<file path="src/rtl/voice_pkg.sv">
// Shared definitions for the voice allocator: state encodings, widths,
// event-type codes and the captured event record.
package voice_pkg;

  localparam int NOTE_W     = 7;
  localparam int VOICES_DEF = 4;

  typedef enum logic [1:0] {
    ST_IDLE  = 2'd0,
    ST_SCAN  = 2'd1,
    ST_APPLY = 2'd2
  } state_t;

  localparam logic EV_OFF = 1'b0;
  localparam logic EV_ON  = 1'b1;

  typedef struct packed {
    logic              typ;
    logic [NOTE_W-1:0] num;
    logic [NOTE_W-1:0] vel;
  } event_t;

  // Note-on with zero velocity is the running-status idiom for note-off,
  // and a simultaneous on+off strobe is resolved as an off.
  function automatic logic ev_type(input logic on, input logic off,
                                   input logic [NOTE_W-1:0] vel);
    return (on && !off && (vel != '0)) ? EV_ON : EV_OFF;
  endfunction

endpackage

</file>
<file path="src/rtl/voice_allocator_if.sv">
// Event/voice bus between the MIDI decoder side and the voice pool.
//   NOTE_NUM/NOTE_VEL/NOTE_ON/NOTE_OFF : incoming note event (master drives)
//   VOICE_NUM/VOICE_VEL                : packed per-voice note and velocity
//   VOICE_GATE/VOICE_TRIG              : per-voice key-down and start pulse
//   BUSY/DROP                          : allocator status
interface voice_allocator_if
  import voice_pkg::*;
#(
  parameter int VOICES = VOICES_DEF
);

  logic [NOTE_W-1:0]        NOTE_NUM;
  logic [NOTE_W-1:0]        NOTE_VEL;
  logic                     NOTE_ON;
  logic                     NOTE_OFF;
  logic [NOTE_W*VOICES-1:0] VOICE_NUM;
  logic [NOTE_W*VOICES-1:0] VOICE_VEL;
  logic [VOICES-1:0]        VOICE_GATE;
  logic [VOICES-1:0]        VOICE_TRIG;
  logic                     BUSY;
  logic                     DROP;

  modport master (
    output NOTE_NUM, NOTE_VEL, NOTE_ON, NOTE_OFF,
    input  VOICE_NUM, VOICE_VEL, VOICE_GATE, VOICE_TRIG, BUSY, DROP
  );

  modport slave (
    input  NOTE_NUM, NOTE_VEL, NOTE_ON, NOTE_OFF,
    output VOICE_NUM, VOICE_VEL, VOICE_GATE, VOICE_TRIG, BUSY, DROP
  );

endinterface

</file>
<file path="src/rtl/register_clr.sv">
// Loadable register with synchronous clear.
//   CLK, RST : clock and synchronous active-high clear
//   EN       : load D into Q
//   D, Q     : data in / registered data out
module register_clr #(
  parameter int W = 7
) (
  input  logic         CLK,
  input  logic         RST,
  input  logic         EN,
  input  logic [W-1:0] D,
  output logic [W-1:0] Q
);

  always_ff @(posedge CLK) begin
    if (RST) begin
      Q <= '0;
    end else if (EN) begin
      Q <= D;
    end
  end

endmodule

</file>
<file path="src/rtl/voice_lru.sv">
// Recency ranks for the voice pool. Rank 0 is the most recently
// allocated voice, rank VOICES-1 the oldest.
//   CLK, RST, CE : clock, synchronous reset, clock enable
//   UPD, UPD_IDX : promote voice UPD_IDX to rank 0
//   RANKS        : packed ranks, voice i at [RANK_W*i +: RANK_W]
//   OLDEST_IDX   : voice currently holding rank VOICES-1
module voice_lru #(
  parameter int VOICES = 4,
  parameter int RANK_W = 2
) (
  input  logic                     CLK,
  input  logic                     RST,
  input  logic                     CE,
  input  logic                     UPD,
  input  logic [RANK_W-1:0]        UPD_IDX,
  output logic [RANK_W*VOICES-1:0] RANKS,
  output logic [RANK_W-1:0]        OLDEST_IDX
);

  logic [RANK_W-1:0] rank_reg [VOICES];
  logic [RANK_W-1:0] upd_rank;

  assign upd_rank = rank_reg[UPD_IDX];

  // Every voice newer than the promoted one ages by one; older voices keep
  // their rank, so the set stays a permutation.
  always_ff @(posedge CLK) begin
    if (RST) begin
      for (int i = 0; i < VOICES; i++) begin
        rank_reg[i] <= RANK_W'(i);
      end
    end else if (CE && UPD) begin
      for (int i = 0; i < VOICES; i++) begin
        if (UPD_IDX == RANK_W'(i)) begin
          rank_reg[i] <= '0;
        end else if (rank_reg[i] < upd_rank) begin
          rank_reg[i] <= rank_reg[i] + RANK_W'(1);
        end
      end
    end
  end

  for (genvar gi = 0; gi < VOICES; gi++) begin : g_pack
    assign RANKS[gi*RANK_W +: RANK_W] = rank_reg[gi];
  end

  always_comb begin
    OLDEST_IDX = '0;
    for (int i = 0; i < VOICES; i++) begin
      if (rank_reg[i] == RANK_W'(VOICES - 1)) begin
        OLDEST_IDX = RANK_W'(i);
      end
    end
  end

endmodule

</file>
<file path="src/rtl/voice_allocator.sv">
// Shares a pool of VOICES synth voices between MIDI note events.
// Note-on: retrigger a voice holding the same note, else the lowest free
// voice, else steal the least recently allocated voice. One event is
// examined per VOICES+1 CE cycles; a one-deep pending slot absorbs an
// event arriving meanwhile, further events are dropped.
//   CLK, RST, CE : clock, synchronous active-high reset, clock enable
//   bus          : note event inputs and per-voice outputs (slave side)
module voice_allocator
  import voice_pkg::*;
#(
  parameter int VOICES = VOICES_DEF,
  parameter int RANK_W = $clog2(VOICES)
) (
  input  logic               CLK,
  input  logic               RST,
  input  logic               CE,
  voice_allocator_if.slave   bus
);

  state_t            state_reg;
  event_t            evt_reg;
  event_t            pend_reg;
  event_t            in_evt;
  logic              pend_valid_reg;
  logic              in_valid;
  logic [RANK_W-1:0] idx_reg;
  logic              match_found_reg;
  logic [RANK_W-1:0] match_idx_reg;
  logic              free_found_reg;
  logic [RANK_W-1:0] free_idx_reg;
  logic [RANK_W-1:0] oldest_idx_reg;
  logic [VOICES-1:0] gate_reg;
  logic [VOICES-1:0] trig_reg;
  logic              drop_reg;

  logic [NOTE_W-1:0]        num_q [VOICES];
  logic [NOTE_W-1:0]        vel_q [VOICES];
  logic [NOTE_W*VOICES-1:0] num_bus;
  logic [NOTE_W*VOICES-1:0] vel_bus;
  logic [RANK_W*VOICES-1:0] ranks;
  logic [RANK_W-1:0]        rank_arr [VOICES];
  logic [RANK_W-1:0]        lru_oldest;
  logic [RANK_W-1:0]        tgt_idx;
  logic                     apply_on;
  logic                     cur_gate;
  logic [NOTE_W-1:0]        cur_num;

  assign in_valid = bus.NOTE_ON | bus.NOTE_OFF;
  assign in_evt   = {ev_type(bus.NOTE_ON, bus.NOTE_OFF, bus.NOTE_VEL),
                     bus.NOTE_NUM, bus.NOTE_VEL};

  assign cur_gate = gate_reg[idx_reg];
  assign cur_num  = num_q[idx_reg];
  assign apply_on = (state_reg == ST_APPLY) && (evt_reg.typ == EV_ON);

  // Off events only ever act on a matching voice; on events fall through
  // match -> free -> oldest.
  always_comb begin
    tgt_idx = match_idx_reg;
    if (evt_reg.typ == EV_ON && !match_found_reg) begin
      tgt_idx = free_found_reg ? free_idx_reg : oldest_idx_reg;
    end
  end

  voice_lru #(
    .VOICES (VOICES),
    .RANK_W (RANK_W)
  ) u_lru (
    .CLK        (CLK),
    .RST        (RST),
    .CE         (CE),
    .UPD        (apply_on),
    .UPD_IDX    (tgt_idx),
    .RANKS      (ranks),
    .OLDEST_IDX (lru_oldest)
  );

  for (genvar gi = 0; gi < VOICES; gi++) begin : g_voice
    logic load_en;
    assign load_en = CE && apply_on && (tgt_idx == RANK_W'(gi));

    register_clr #(.W(NOTE_W)) u_num (
      .CLK (CLK), .RST (RST), .EN (load_en), .D (evt_reg.num), .Q (num_q[gi])
    );
    register_clr #(.W(NOTE_W)) u_vel (
      .CLK (CLK), .RST (RST), .EN (load_en), .D (evt_reg.vel), .Q (vel_q[gi])
    );

    assign num_bus[gi*NOTE_W +: NOTE_W] = num_q[gi];
    assign vel_bus[gi*NOTE_W +: NOTE_W] = vel_q[gi];
    assign rank_arr[gi]                 = ranks[gi*RANK_W +: RANK_W];
  end

  always_ff @(posedge CLK) begin
    if (RST) begin
      state_reg       <= ST_IDLE;
      evt_reg         <= '0;
      pend_reg        <= '0;
      pend_valid_reg  <= 1'b0;
      idx_reg         <= '0;
      match_found_reg <= 1'b0;
      match_idx_reg   <= '0;
      free_found_reg  <= 1'b0;
      free_idx_reg    <= '0;
      oldest_idx_reg  <= '0;
      gate_reg        <= '0;
      trig_reg        <= '0;
      drop_reg        <= 1'b0;
    end else if (CE) begin
      trig_reg <= '0;
      drop_reg <= 1'b0;
      case (state_reg)
        ST_IDLE: begin
          idx_reg         <= '0;
          match_found_reg <= 1'b0;
          free_found_reg  <= 1'b0;
          // Seed only; the scan overwrites it at the voice holding the
          // oldest rank.
          oldest_idx_reg  <= lru_oldest;
          if (in_valid) begin
            evt_reg   <= in_evt;
            state_reg <= ST_SCAN;
          end
        end

        ST_SCAN: begin
          if (!match_found_reg && cur_gate && (cur_num == evt_reg.num)) begin
            match_found_reg <= 1'b1;
            match_idx_reg   <= idx_reg;
          end
          if (!free_found_reg && !cur_gate) begin
            free_found_reg <= 1'b1;
            free_idx_reg   <= idx_reg;
          end
          if (rank_arr[idx_reg] == RANK_W'(VOICES - 1)) begin
            oldest_idx_reg <= idx_reg;
          end
          if (in_valid) begin
            if (pend_valid_reg) begin
              drop_reg <= 1'b1;
            end else begin
              pend_reg       <= in_evt;
              pend_valid_reg <= 1'b1;
            end
          end
          if (idx_reg == RANK_W'(VOICES - 1)) begin
            state_reg <= ST_APPLY;
          end else begin
            idx_reg <= idx_reg + RANK_W'(1);
          end
        end

        ST_APPLY: begin
          if (evt_reg.typ == EV_ON) begin
            gate_reg[tgt_idx] <= 1'b1;
            trig_reg[tgt_idx] <= 1'b1;
          end else if (match_found_reg) begin
            gate_reg[match_idx_reg] <= 1'b0;
          end
          idx_reg         <= '0;
          match_found_reg <= 1'b0;
          free_found_reg  <= 1'b0;
          if (pend_valid_reg) begin
            // The slot is still full on this edge, so a new arrival loses.
            evt_reg        <= pend_reg;
            pend_valid_reg <= 1'b0;
            state_reg      <= ST_SCAN;
            if (in_valid) begin
              drop_reg <= 1'b1;
            end
          end else if (in_valid) begin
            evt_reg   <= in_evt;
            state_reg <= ST_SCAN;
          end else begin
            state_reg <= ST_IDLE;
          end
        end

        default: state_reg <= ST_IDLE;
      endcase
    end
  end

  assign bus.VOICE_NUM  = num_bus;
  assign bus.VOICE_VEL  = vel_bus;
  assign bus.VOICE_GATE = gate_reg;
  assign bus.VOICE_TRIG = trig_reg;
  assign bus.BUSY       = (state_reg != ST_IDLE);
  assign bus.DROP       = drop_reg;

endmodule

</file>
<file path="src/flat_wrapper.sv">
// flat-port wrapper written by rule: the top's interface ports become plain ports
module voice_allocator_flat import voice_pkg::*;
#(
  parameter int VOICES = VOICES_DEF,
  parameter int RANK_W = $clog2(VOICES)
)
  (CLK, RST, CE, bus_NOTE_NUM, bus_NOTE_VEL, bus_NOTE_ON, bus_NOTE_OFF, bus_VOICE_NUM, bus_VOICE_VEL, bus_VOICE_GATE, bus_VOICE_TRIG, bus_BUSY, bus_DROP);
  voice_allocator_if #(.VOICES(VOICES)) bus_i ();
  input  logic CLK;
  input  logic RST;
  input  logic CE;
  input wire logic [$bits(bus_i.NOTE_NUM)-1:0] bus_NOTE_NUM;
  input wire logic [$bits(bus_i.NOTE_VEL)-1:0] bus_NOTE_VEL;
  input wire logic [$bits(bus_i.NOTE_ON)-1:0] bus_NOTE_ON;
  input wire logic [$bits(bus_i.NOTE_OFF)-1:0] bus_NOTE_OFF;
  output wire logic [$bits(bus_i.VOICE_NUM)-1:0] bus_VOICE_NUM;
  output wire logic [$bits(bus_i.VOICE_VEL)-1:0] bus_VOICE_VEL;
  output wire logic [$bits(bus_i.VOICE_GATE)-1:0] bus_VOICE_GATE;
  output wire logic [$bits(bus_i.VOICE_TRIG)-1:0] bus_VOICE_TRIG;
  output wire logic [$bits(bus_i.BUSY)-1:0] bus_BUSY;
  output wire logic [$bits(bus_i.DROP)-1:0] bus_DROP;
  assign bus_i.NOTE_NUM = bus_NOTE_NUM;
  assign bus_i.NOTE_VEL = bus_NOTE_VEL;
  assign bus_i.NOTE_ON = bus_NOTE_ON;
  assign bus_i.NOTE_OFF = bus_NOTE_OFF;
  assign bus_VOICE_NUM = bus_i.VOICE_NUM;
  assign bus_VOICE_VEL = bus_i.VOICE_VEL;
  assign bus_VOICE_GATE = bus_i.VOICE_GATE;
  assign bus_VOICE_TRIG = bus_i.VOICE_TRIG;
  assign bus_BUSY = bus_i.BUSY;
  assign bus_DROP = bus_i.DROP;
  voice_allocator #(.VOICES(VOICES), .RANK_W(RANK_W)) u_core (.CLK(CLK), .RST(RST), .CE(CE), .bus(bus_i));
endmodule
</file>
<file path="config.mk">
export PLATFORM = sky130hd
export DESIGN_NAME = voice_allocator_flat
export DESIGN_NICKNAME = d
export VERILOG_FILES = /design/src/rtl/voice_pkg.sv /design/src/rtl/voice_allocator_if.sv /design/src/rtl/register_clr.sv /design/src/rtl/voice_lru.sv /design/src/rtl/voice_allocator.sv /design/src/flat_wrapper.sv
export SDC_FILE = /design/constraint.sdc
export NUM_CORES = 1
export LEC_CHECK = 0
export BUFFER_PORTS_ARGS = -buffer_cell sky130_fd_sc_hd__buf_2
export CELL_PAD_IN_SITES_DETAIL_PLACEMENT = 0
export CELL_PAD_IN_SITES_GLOBAL_PLACEMENT = 2
export CORE_ASPECT_RATIO = 1.1
export CORE_MARGIN = 2
export CORE_UTILIZATION = 30
export CTS_CLUSTER_SIZE = 24
export DETAILED_ROUTE_END_ITERATION = 7
export PLACE_DENSITY_LB_ADDON = 0.05
export SKIP_LAST_GASP = 1
export SLEW_MARGIN = 10
export SYNTH_ARGS = -nofsm -noshare
export SYNTH_HDL_FRONTEND = slang
export SYNTH_SLANG_ARGS = --single-unit
</file>
<file path="constraint.sdc">
create_clock -name CLK -period 2.39 [get_ports CLK]
set_input_delay 0.239 -clock CLK [delete_from_list [all_inputs] [get_ports CLK]]
set_output_delay 0.239 -clock CLK [all_outputs]
set_load 0.05 [all_outputs]
</file>
Yosys cells after proc, flatten, opt, wreduce, memory -nomap -nowiden
Memories as Yosys holds them, arrays and structs flattened.
Index checks and enable logic that the tools add are counted.

word-level totals
  flip-flop bits (word level) = 108
  memory bits (writable) = 8
  input bits = 19
  output and inout port bits = 66
  logic and storage cells = 203
  memories kept = 1

memories
  memory                 words  width  read ports  clocked after Yosys merged registers in  write ports  RTL line         source
  u_core.u_lru.rank_reg  4      2      5           0                                        4            voice_lru.sv:20  logic [RANK_W-1:0] rank_reg [VOICES];

operators by class
  add/subtract/negate cells = 5
  $lt $le $gt $ge = 10
  equality and inequality tests = 18
  mux-type cells = 91
  bitwise logic cells = 14
  reductions and logical operators = 39

operators by type and width
  cell                                                         number
  two-way mux 1 bit                                            51
  two-way mux 2 bit                                            19
  two-way mux 15 bit                                           2
  case mux 15 bit (2 select lines)                             1
  AND reduction 3 bit                                          9
  equality test 2 bit (second input constant)                  8
  two-way mux 4 bit                                            4
  binary-select mux 7 bit (select 2 bit)                       1
  logical AND 1 bit                                            14
  two-way mux 7 bit                                            2
  inequality test 2 x 1 -> 1 bit (second input constant)       6
  nonzero test 2 bit                                           6
  adder 2 x 1 -> 2 bit (second input constant)                 5
  less-than comparator 2 x 3 -> 1 bit (second input constant)  3
  bitwise OR 1 bit                                             9
  less-than comparator 2 bit                                   4
  case mux 1 bit (2 select lines)                              4
  case mux 2 bit (2 select lines)                              2
  equality test 7 bit                                          1
  nonzero test 7 bit                                           1
  case mux 2 bit (3 select lines)                              1
  bitwise AND 4 bit                                            1
  binary-select mux 2 bit (select 2 bit)                       1
  demux 1 bit (select 2 bit)                                   2
  other kinds (14)                                             20

Longest topological paths before layout
Gate-level depths: netlist of the first run.
An unclocked memory read counts as a cell.

  word-level depth = 11
  gate-level depth with buffers = 9
  gate-level depth less buffers = 8

By module
From an unflattened synthesis of the first run, not the netlist that was laid out.

unflattened totals
  cells, all modules = 561
  area, all modules = 5341.4 um^2

modules (own cells, without submodules)
  module           times used  cells an instance  area each (um^2)  sequential area each (um^2)
  voice_allocator  1           314                2662.6            1041.0
  register_clr     8           22                 247.7             140.1
  voice_lru        1           71                 696.9             240.2

Worst setup path before layout of the first run
OpenSTA, ideal clock, no wires.

  path kind = reg2reg
  start point = register u_core.free_found_reg
  end point = memory u_core.u_lru.rank_reg[2][0] (data pin)
  setup time = 0.265 ns
  data arrival time = 2.004 ns
  data required time = 2.125 ns
  setup slack = 0.120 ns
  stages on the path, launching flop included = 6
  path buffers = 0
  clock period less this slack = 2.270 ns
  cell sequence = dfxtp_1 mux2_4 mux2i_4 mux4_1 maj3_1 nor4b_1

RTL lines
  what                      RTL line                source
  start: declaration        voice_allocator.sv:29   logic free_found_reg;
  start signal: assignment  voice_allocator.sv:103  free_found_reg <= 1'b0;
  start signal: assignment  voice_allocator.sv:116  free_found_reg <= 1'b0;
  start signal: assignment  voice_allocator.sv:132  free_found_reg <= 1'b1;
  end: declaration          voice_lru.sv:20

==> results by group, run 1 <==
Critical path
  – CP Max Fanout: 10
  – Reg-to-Reg End: u_core.u_lru.rank_reg[2][1]
  – R2R depth: 6
  – Crit Reg-Reg Startpoint: u_core.free_found_reg
  – Worst-case register-to-register setup slack: 0.08 ns
  – Arrival time of data at the critical path endpoint: 2.47 ns
  – Data required time of the critical path: 2.55 ns
  – Endpoint kind of the worst setup timing path: flip-flop
  – Worst setup path startpoint: u_core.free_found_reg
  – Sort of element at the start of the critical path: flip-flop
  – Kind of critical path: reg -> reg

Worst hold path
  – Hold Crit Class: in -> reg
  – Cells on Worst Hold Path: 3
  – Worst hold start: bus_NOTE_NUM[6]
  – Hold path endpoint: u_core.pend_reg[13]

Synth
  – Top cell type's share of synthesized area: 41.3%
  – Post-synth ARST share: 0%
  – Ranking of synthesized cells by area: dfxtp_1 (41%), nand2_1 (10%), a21oi_1 (7.2%)
  – Sequential element share of the synthesized area: 45.9%
  – Syn_nets: 628
  – Mapped Area: 5230 µm²
  – Number of unique standard cell types used by synthesis: 59
  – Avg Synthesized Cell Area: 8.70 µm²
  – Register bit count reported by yosys: 116
  – Most frequently used flop master after synthesis: dfxtp_1
  – Cells after synthesis: 601
  – Yosys warning count: 0
  – Library cell with the largest summed area after synthesis: dfxtp_1
  – Number of flops mapped to enable cells by yosys: 8

GRT
  – Largest net degree at the start of global routing: 59
  – Via count of the first global-routing pass: 4597
  – Overall routing resource usage: 19.0%
  – First-pass GRT wire length: 26500 µm
  – Initial antenna violation count: 0
  – Grt ovf: 0

Routing
  – DRT antenna net count: 0
  – Overall via count from detail_route: 4652
  – Vias per cell: 4.94
  – DR WL/cell: 18.0 µm
  – DRC violation count after routing: 0
  – Iter 0 DRT Violations: 310
  – Detailed-route wire length: 16900 µm
  – Drt first pass iters: 4

Finish
  – Largest registers: u_core.g_voice.u_num.Q (28), u_core.g_voice.u_vel.Q (28)
  – Ratio of cells with drive above 1 in the final layout: 24.4%
  – N_diodes: 0
  – Multi-input gate area: 2650 µm²
  – FILL cells: 1745
  – Layout area overhead: 27.3%
  – Non-filler cells in the finished layout: 942
  – Number of nets at the end of the flow: 722
  – Seq. cell area: 2400 µm²

Timing
  – TNS Setup: 0 ns
  – Minimum setup slack in the final design: 0.0807 ns
  – Final worst-path cycle share: 96.6%
  – Hold Fails Final Rpt: 0
  – Transition at the pin with the smallest max-transition slack: 0.634 ns
  – Shortest clock period the worst path allows after layout: 2.31 ns
  – Slew margin rel.: 57.7%
  – Worst setup skew after layout: 0.00754 ns
  – Hold slack final: 0.0850 ns
  – Unrepaired setup endpoints after global routing: true
  – Number of max-slew violations in the final report: 0
  – Final setup violation count: 0
  – Fmax: 433 MHz

Clock network
  – Total clock sinks: 116
  – Total CTS buffers: 17
  – Buffer depth of the longest clock path: 2
  – Clk pin slew, worst setup/hold paths: 0.06 ns
  – CTS tree: built
  – Count of hold buffers inserted by post-cts repair: 0
  – Post-CTS Setup Bufs: 0
  – Number of H-tree levels: 4
  – Insertion delay to the later sink of the worst-skew pair: 0.41 ns
  – Post-cts repair resize count: 0
  – Root Driver: clkbuf_16

Floorplan
  – Die outline area: 18500 µm²
  – Area of the core: 17100 µm²
  – Die Span X: 130 µm
  – Cell row count: 50
  – Die H: 142 µm
  – Num ports: 85
  – Initial standard-cell utilization of the core: 30.6%

Pwr
  – Areal power density over the cells: 748 nW/µm²
  – Worst vdd ir: 495 µV
  – Leakage: 2.58 nW

Place
  – Buffers added on ports: 84
  – Weighted congestion reported at the end of routability-driven placement: 0.849
  – Post-DP HPWL: 12100 µm
  – Pre-CTS worst setup slack: 0.0381 ns
  – # placed instances: 910

Status
  – Outcome: complete, no violations

Job
  – Max-capacitance violation count: 0
[per-stage QoR]
step / utilization, % / power, mW / area, µm²
floorplan: - / 2.28 / 5230
global placement: 35.3 / 2.40 / 6020
detailed placement: 35.3 / 2.40 / 6020
CTS: 38.9 / 5.05 / 6640
global route: 39.0 / 5.18 / 6660
finish: 39.0 / 4.98 / 6660
[critical path: stages, from the launching register on]
cell and delay [ns]:
dfxtp_2 0.38, mux2_4 0.32, mux2_4 0.32, mux2i_1 0.32
mux2_4 0.25, o21ai_2 0.07, a311o_1 0.39
[final cells by class]
| class | instances | area share [%] |
|---|---|---|
| multi-input cells | 439 | 39.8 |
| flip-flops and latches | 116 | 36.1 |
| repair buffers | 114 | 10.1 |
| clock buffers | 22 | 7.44 |
| well taps | 234 | 4.40 |
| clock inverters | 10 | 1.80 |
| inverters | 7 | 0.394 |
[cell usage in the layout, fill, tap and decap left out, types with 3 or more instances in the layout]
cell type    n
mux2i_1     10
nor3_1       3
clkbuf_16   18
o22ai_1      4
o21ai_0     13
a21oi_1     75
a211oi_1     6
nand2_1    145
clkinv_4     3
mux4_2       9
mux2_2       3
inv_1        7
nand3_1     15
nand2b_1    11
clkbuf_8     3
nor3b_1      3
dfxtp_1    106
a311oi_1    10
ha_1         8
buf_4       29
o31ai_1      3
nor2_1      50
mux2_4       4
edfxtp_1     8
a22oi_1      4
nor2b_1      3
a31oi_1      3
a22o_1      15
buf_2       83
xnor2_1      7
[synthesized netlist by cell type (all sizes together) (2+ instances only)]
master and n:
nand2 145, dfxtp 108, a21oi 75, nor2 50, clkbuf 27, a22o 15, nand3 15, o21ai 15
mux2i 14, buf 12, nand2b 11, a311oi 10, mux4 9, edfxtp 8, ha 8, inv 7
mux2 7, xnor2 7, a211oi 6, a22oi 4, nor2b 4, o22ai 4, a31oi 3, nor3 3
nor3b 3, nor4 3, o31ai 3, o32ai 3, maj3 2, nand4 2, o21bai 2, o32a 2
[worst max-delay path by stage]
| stage | to | slack, ns | depth (start not counted) |
|---|---|---|---|
| global placement | u_core.u_lru.rank_reg[2][0] | 0.07 | 5 |
| global route | u_core.u_lru.rank_reg[1][1] | -0.01 | 7 |
| detailed placement | u_core.u_lru.rank_reg[2][0] | 0.04 | 5 |
| finish | u_core.u_lru.rank_reg[2][1] | 0.08 | 6 |
| floorplan | u_core.u_lru.rank_reg[2][0] | 0.12 | 5 |
| CTS | u_core.u_lru.rank_reg[2][1] | 0.03 | 7 |
[cells by family (layout without fill, tap and decap cells)]
group / count (synthesis) / in the layout / synth area share (%)
AOI/OAI and AO/OA: 150 / 150 / 18.4
xor gates and xnor gates: 7 / 7 / 1.17
adders and majority gates: 10 / 10 / 2.30
buffers and inverters: 46 / 153 / 3.87
DFF: 116 / 116 / 45.9
muxes: 30 / 30 / 8.80
and+or+nand+nor: 242 / 242 / 19.6
[power breakdown]
part           switching [mW]  internal (mW)
clock                   0.938           1.69
sequential             0.0624           2.00
combinational           0.187          0.114
[metal layers]
layer  track usage (%)  wire length (µm)  vias up
met1              26.3              8160     2234
li1                  -                 -     2310
met4              7.07               180        0
met5                 0                 0        -
met3              3.31               604       10
met2              29.5              7970       98
No activity file was read; power rests on OpenSTA's default activity.
==> run 2: changes to the inputs <==
--- a/config.mk
+++ b/config.mk
@@ -10,7 +10,7 @@
 export CELL_PAD_IN_SITES_GLOBAL_PLACEMENT = 2
 export CORE_ASPECT_RATIO = 1.1
 export CORE_MARGIN = 2
-export CORE_UTILIZATION = 30
+export CORE_UTILIZATION = 32
 export CTS_CLUSTER_SIZE = 24
 export DETAILED_ROUTE_END_ITERATION = 7
 export PLACE_DENSITY_LB_ADDON = 0.05
@@ -18,4 +18,5 @@
 export SLEW_MARGIN = 10
 export SYNTH_ARGS = -nofsm -noshare
 export SYNTH_HDL_FRONTEND = slang
+export SYNTH_HIERARCHICAL = 1
 export SYNTH_SLANG_ARGS = --single-unit
==> run 2 against run 1 <==
  * The run now ends with negative setup slack left
  * Core utilization up 2.5 points
  * Synthesized cell count fell by 6.7%
  * Sequential power about the same
  * Combinational power increased by 18%
  * Global-route usage fell by 1.0 points
  * Final cell count decreased by 6.4%
  * Flip-flop and latch count is the same
  * First-iteration DRC count shrank 33%
  * Cell area up 1.9%
  * Critical endpoint is now u_core/u_lru/rank_reg[1][0]
  * Largest cell class unchanged
  * Largest power group unchanged
  * Highest routed layer unchanged
==> results by group, run 2 <==
Routing
  – Vias per cell: 5.02
  – DRC violation count after routing: 0
  – DR WL/cell: 17.6 µm
  – DRT antenna net count: 0
  – Detailed-route wire length: 15600 µm
  – Iter 0 DRT Violations: 208
  – Overall via count from detail_route: 4427
  – Drt first pass iters: 4

Place
  – Post-placement cell area: 6160 µm²
  – Pre-CTS worst setup slack: -0.0852 ns
  – # placed instances: 849
  – Weighted congestion reported at the end of routability-driven placement: 0.790
  – Post-DP HPWL: 11000 µm
  – Buffers added on ports: 84

Critical path
  – Arrival time of data at the critical path endpoint: 2.57 ns
  – CP Max Fanout: 4
  – Critical path buffers and inverters: 1
  – Slowest cell on crit path: mux4_2
  – Kind of critical path: reg -> reg
  – Data required time of the critical path: 2.51 ns
  – Termination of the worst setup path: u_core/u_lru/rank_reg[1][0]
  – Most repeated library cell on the critical path: mux2_4
  – Delay of the slowest critical-path stage: 0.47 ns
  – Sort of element at the start of the critical path: flip-flop
  – Cell breakdown of the critical path: mux2_4 -> mux2_4 -> mux4_2 -> clkinv_4 -> ha_4 -> a21oi_2 -> nand3_2 -> a21oi_4
  – Crit Reg-Reg Startpoint: u_core/free_found_reg
  – CP top delay family: multiplexers
  – Critical path depth: 8
  – Reg-to-Reg End: u_core/u_lru/rank_reg[1][0]
  – Worst-case register-to-register setup slack: -0.06 ns
  – Worst setup path startpoint: u_core/free_found_reg
  – Endpoint kind of the worst setup timing path: flip-flop
  – R2R depth: 8

Floorplan
  – Die H: 140 µm
  – Die Span X: 127 µm
  – Die outline area: 17700 µm²
  – Initial standard-cell utilization of the core: 32.6%
  – Num ports: 85
  – Cell row count: 49
  – Area of the core: 16400 µm²

Synth
  – Sequential element share of the synthesized area: 45.0%
  – Top post-synthesis cells by count: dfxtp_1 (108), nor2_1 (85), mux2i_1 (63), nand2_1 (59), a21oi_1 (38)
  – Area fraction in compound gates after synthesis: 12.2%
  – Area share of and/or/nand/nor cells after synthesis: 16.5%
  – Cells after synthesis: 561
  – Yosys warning count: 6
  – Number of unique standard cell types used by synthesis: 51
  – Library cell with the highest instance count after synthesis: dfxtp_1
  – Mapped Area: 5340 µm²
  – Largest family of logic cells by synthesized area: multiplexers
  – Post-synth ARST share: 0%
  – Ranking of synthesized cells by area: dfxtp_1 (40%), mux2i_1 (12%), nor2_1 (6.0%)
  – Top cell type's share of synthesized area: 40.5%
  – Post-synthesis adder-cell area fraction: 2.81%
  – Most frequently used flop master after synthesis: dfxtp_1
  – Syn_nets: 592
  – Post-synthesis share of cell area spent on xor and xnor gates: 1.43%
  – Register bit count reported by yosys: 116
  – Share of cell area taken by muxes after synthesis: 17.4%
  – Library cell with the largest summed area after synthesis: dfxtp_1
  – Number of flops mapped to enable cells by yosys: 8
  – Avg Synthesized Cell Area: 9.52 µm²

Worst hold path
  – Hold Crit Class: in -> reg

Timing
  – Number of max-slew violations in the final report: 0
  – Hold Fails Final Rpt: 0
  – Final setup violation count: 5
  – Minimum setup slack in the final design: -0.0587 ns
  – Slew margin rel.: 58.4%
  – Unrepaired setup endpoints after global routing: true
  – Transition at the pin with the smallest max-transition slack: 0.625 ns
  – Shortest clock period the worst path allows after layout: 2.45 ns
  – Final worst-path cycle share: 102%
  – Hold slack final: 0.0788 ns
  – Fmax: 408 MHz
  – TNS Setup: -0.186 ns
  – Worst setup skew after layout: 0.00703 ns

GRT
  – First-pass GRT wire length: 24600 µm
  – Largest net degree at the start of global routing: 53
  – Via count of the first global-routing pass: 4357
  – Grt ovf: 0
  – Overall routing resource usage: 18.0%
  – Initial antenna violation count: 0

Clock network
  – Number of H-tree levels: 4
  – Total CTS buffers: 17
  – Buffer depth of the longest clock path: 2
  – Insertion delay to the later sink of the worst-skew pair: 0.41 ns
  – Count of hold buffers inserted by post-cts repair: 0
  – Clk pin slew, worst setup/hold paths: 0.06 ns
  – Root Driver: clkbuf_16
  – Total clock sinks: 116
  – CTS tree: built

Pwr
  – Switching Power: 1.24 mW
  – Sequential fraction of design power: 42.8%
  – Portion of total power attributed to combinational logic: 7.4%
  – Internal power: 3.57 mW
  – Areal power density over the cells: 708 nW/µm²
  – Post-layout power: 4.81 mW
  – Leakage: 2.66 nW
  – Sw Ratio: 25.7%
  – Worst vdd ir: 493 µV
  – Part of the total power dissipated in the clock network: 49.8%

Status
  – Outcome: complete, but fails checks
  – Failing checks: negative setup slack

Finish
  – Ratio of cells with drive above 1 in the final layout: 26.4%
  – Final cell area excluding filler cells: 6790 µm²
  – Largest registers: u_core/g_voice.u_num/Q (28), u_core/g_voice.u_vel/Q (28)
  – FILL cells: 1661
  – Final core area utilization: 41.5%
  – Seq. cell area: 2400 µm²
  – Layout area overhead: 27.1%
  – Leading cell type in the layout, fill and taps excluded: dfxtp_1
  – Multi-input gate area: 2810 µm²
  – N_diodes: 0
  – Top library cells by usage in the layout, fill and taps aside: dfxtp_1 (107), nor2_1 (85), buf_2 (83), mux2i_1 (63), nand2_1 (59)
  – Number of nets at the end of the flow: 696
  – Non-filler cells in the finished layout: 882

Job
  – Max-capacitance violation count: 0
-- run 2: timing repair --
action / 4_1_cts / 5_1_grt
endpoints found under the setup margin: 10 / 13
gates resized for setup: 2 / 7
pin swaps: 5 / 4
setup buffers: 1 / 0
-- run 2: kinds of logic (layout without fill, tap and decap cells) --
logic type | after synthesis | after routing
AND/OR/NAND/NOR | 198 | 198
flip-flops | 116 | 116
AO/OA/AOI/OAI | 103 | 103
multiplexers | 78 | 78
buffers and inverters | 47 | 164
adder cells (fa/ha/maj) | 12 | 12
XOR/XNOR | 7 | 7
-- run 2: power groups by stage --
stage	combinational, mW	clock [mW]	sequential [mW]
after floorplan	0.225	0	2.08
after global placement	0.342	0	2.10
after detailed placement	0.345	0	2.10
after CTS	0.349	2.47	2.06
after global routing	0.394	2.56	2.07
final	0.355	2.39	2.06
-- run 2: worst min-delay path by stage --
stage / cells past startpoint / startpoint / slack [ns] / to
6_report: 3 / bus_NOTE_NUM[3] / 0.08 / u_core/pend_reg[10]
5_1_grt: 3 / bus_NOTE_NUM[1] / 0.07 / u_core/pend_reg[8]
4_1_cts: 3 / bus_NOTE_NUM[3] / 0.06 / u_core/pend_reg[10]
3_5_place_dp: 2 / u_core/pend_reg[2] / 0.45 / u_core/pend_reg[2]
3_3_place_gp: 2 / u_core/pend_reg[1] / 0.44 / u_core/pend_reg[1]
2_1_floorplan: 1 / RST / 0.31 / u_core/g_voice[0].u_num/Q[0]
-- run 2: final cells by class --
cell class | instances | share of cell area, %
multi-input combinational | 398 | 41.3
clock inverter | 15 | 2.01
tap | 204 | 3.76
timing repair buffer | 115 | 10.2
inverter | 17 | 1.01
clock buffer | 17 | 6.27
sequential | 116 | 35.4
-- run 2: worst reg2reg max path, stage by stage (launching register included) --
cell and delay (ns):
dfxtp_2 0.33, mux2_4 0.29, mux2_4 0.28, mux4_2 0.47, clkinv_4 0.12, ha_4 0.22, a21oi_2 0.15, nand3_2 0.13
a21oi_4 0.16
-- run 2: layer usage --
layer	wire (µm)	part of all wire, %	global-route usage, %	vias to the layer above
met2	7480	48	28.9	92
met3	555	3.6	4.77	12
met4	159	1.0	5.09	0
li1	-	-	-	2211
met5	0	0	0	-
met1	7350	47	23.9	2112
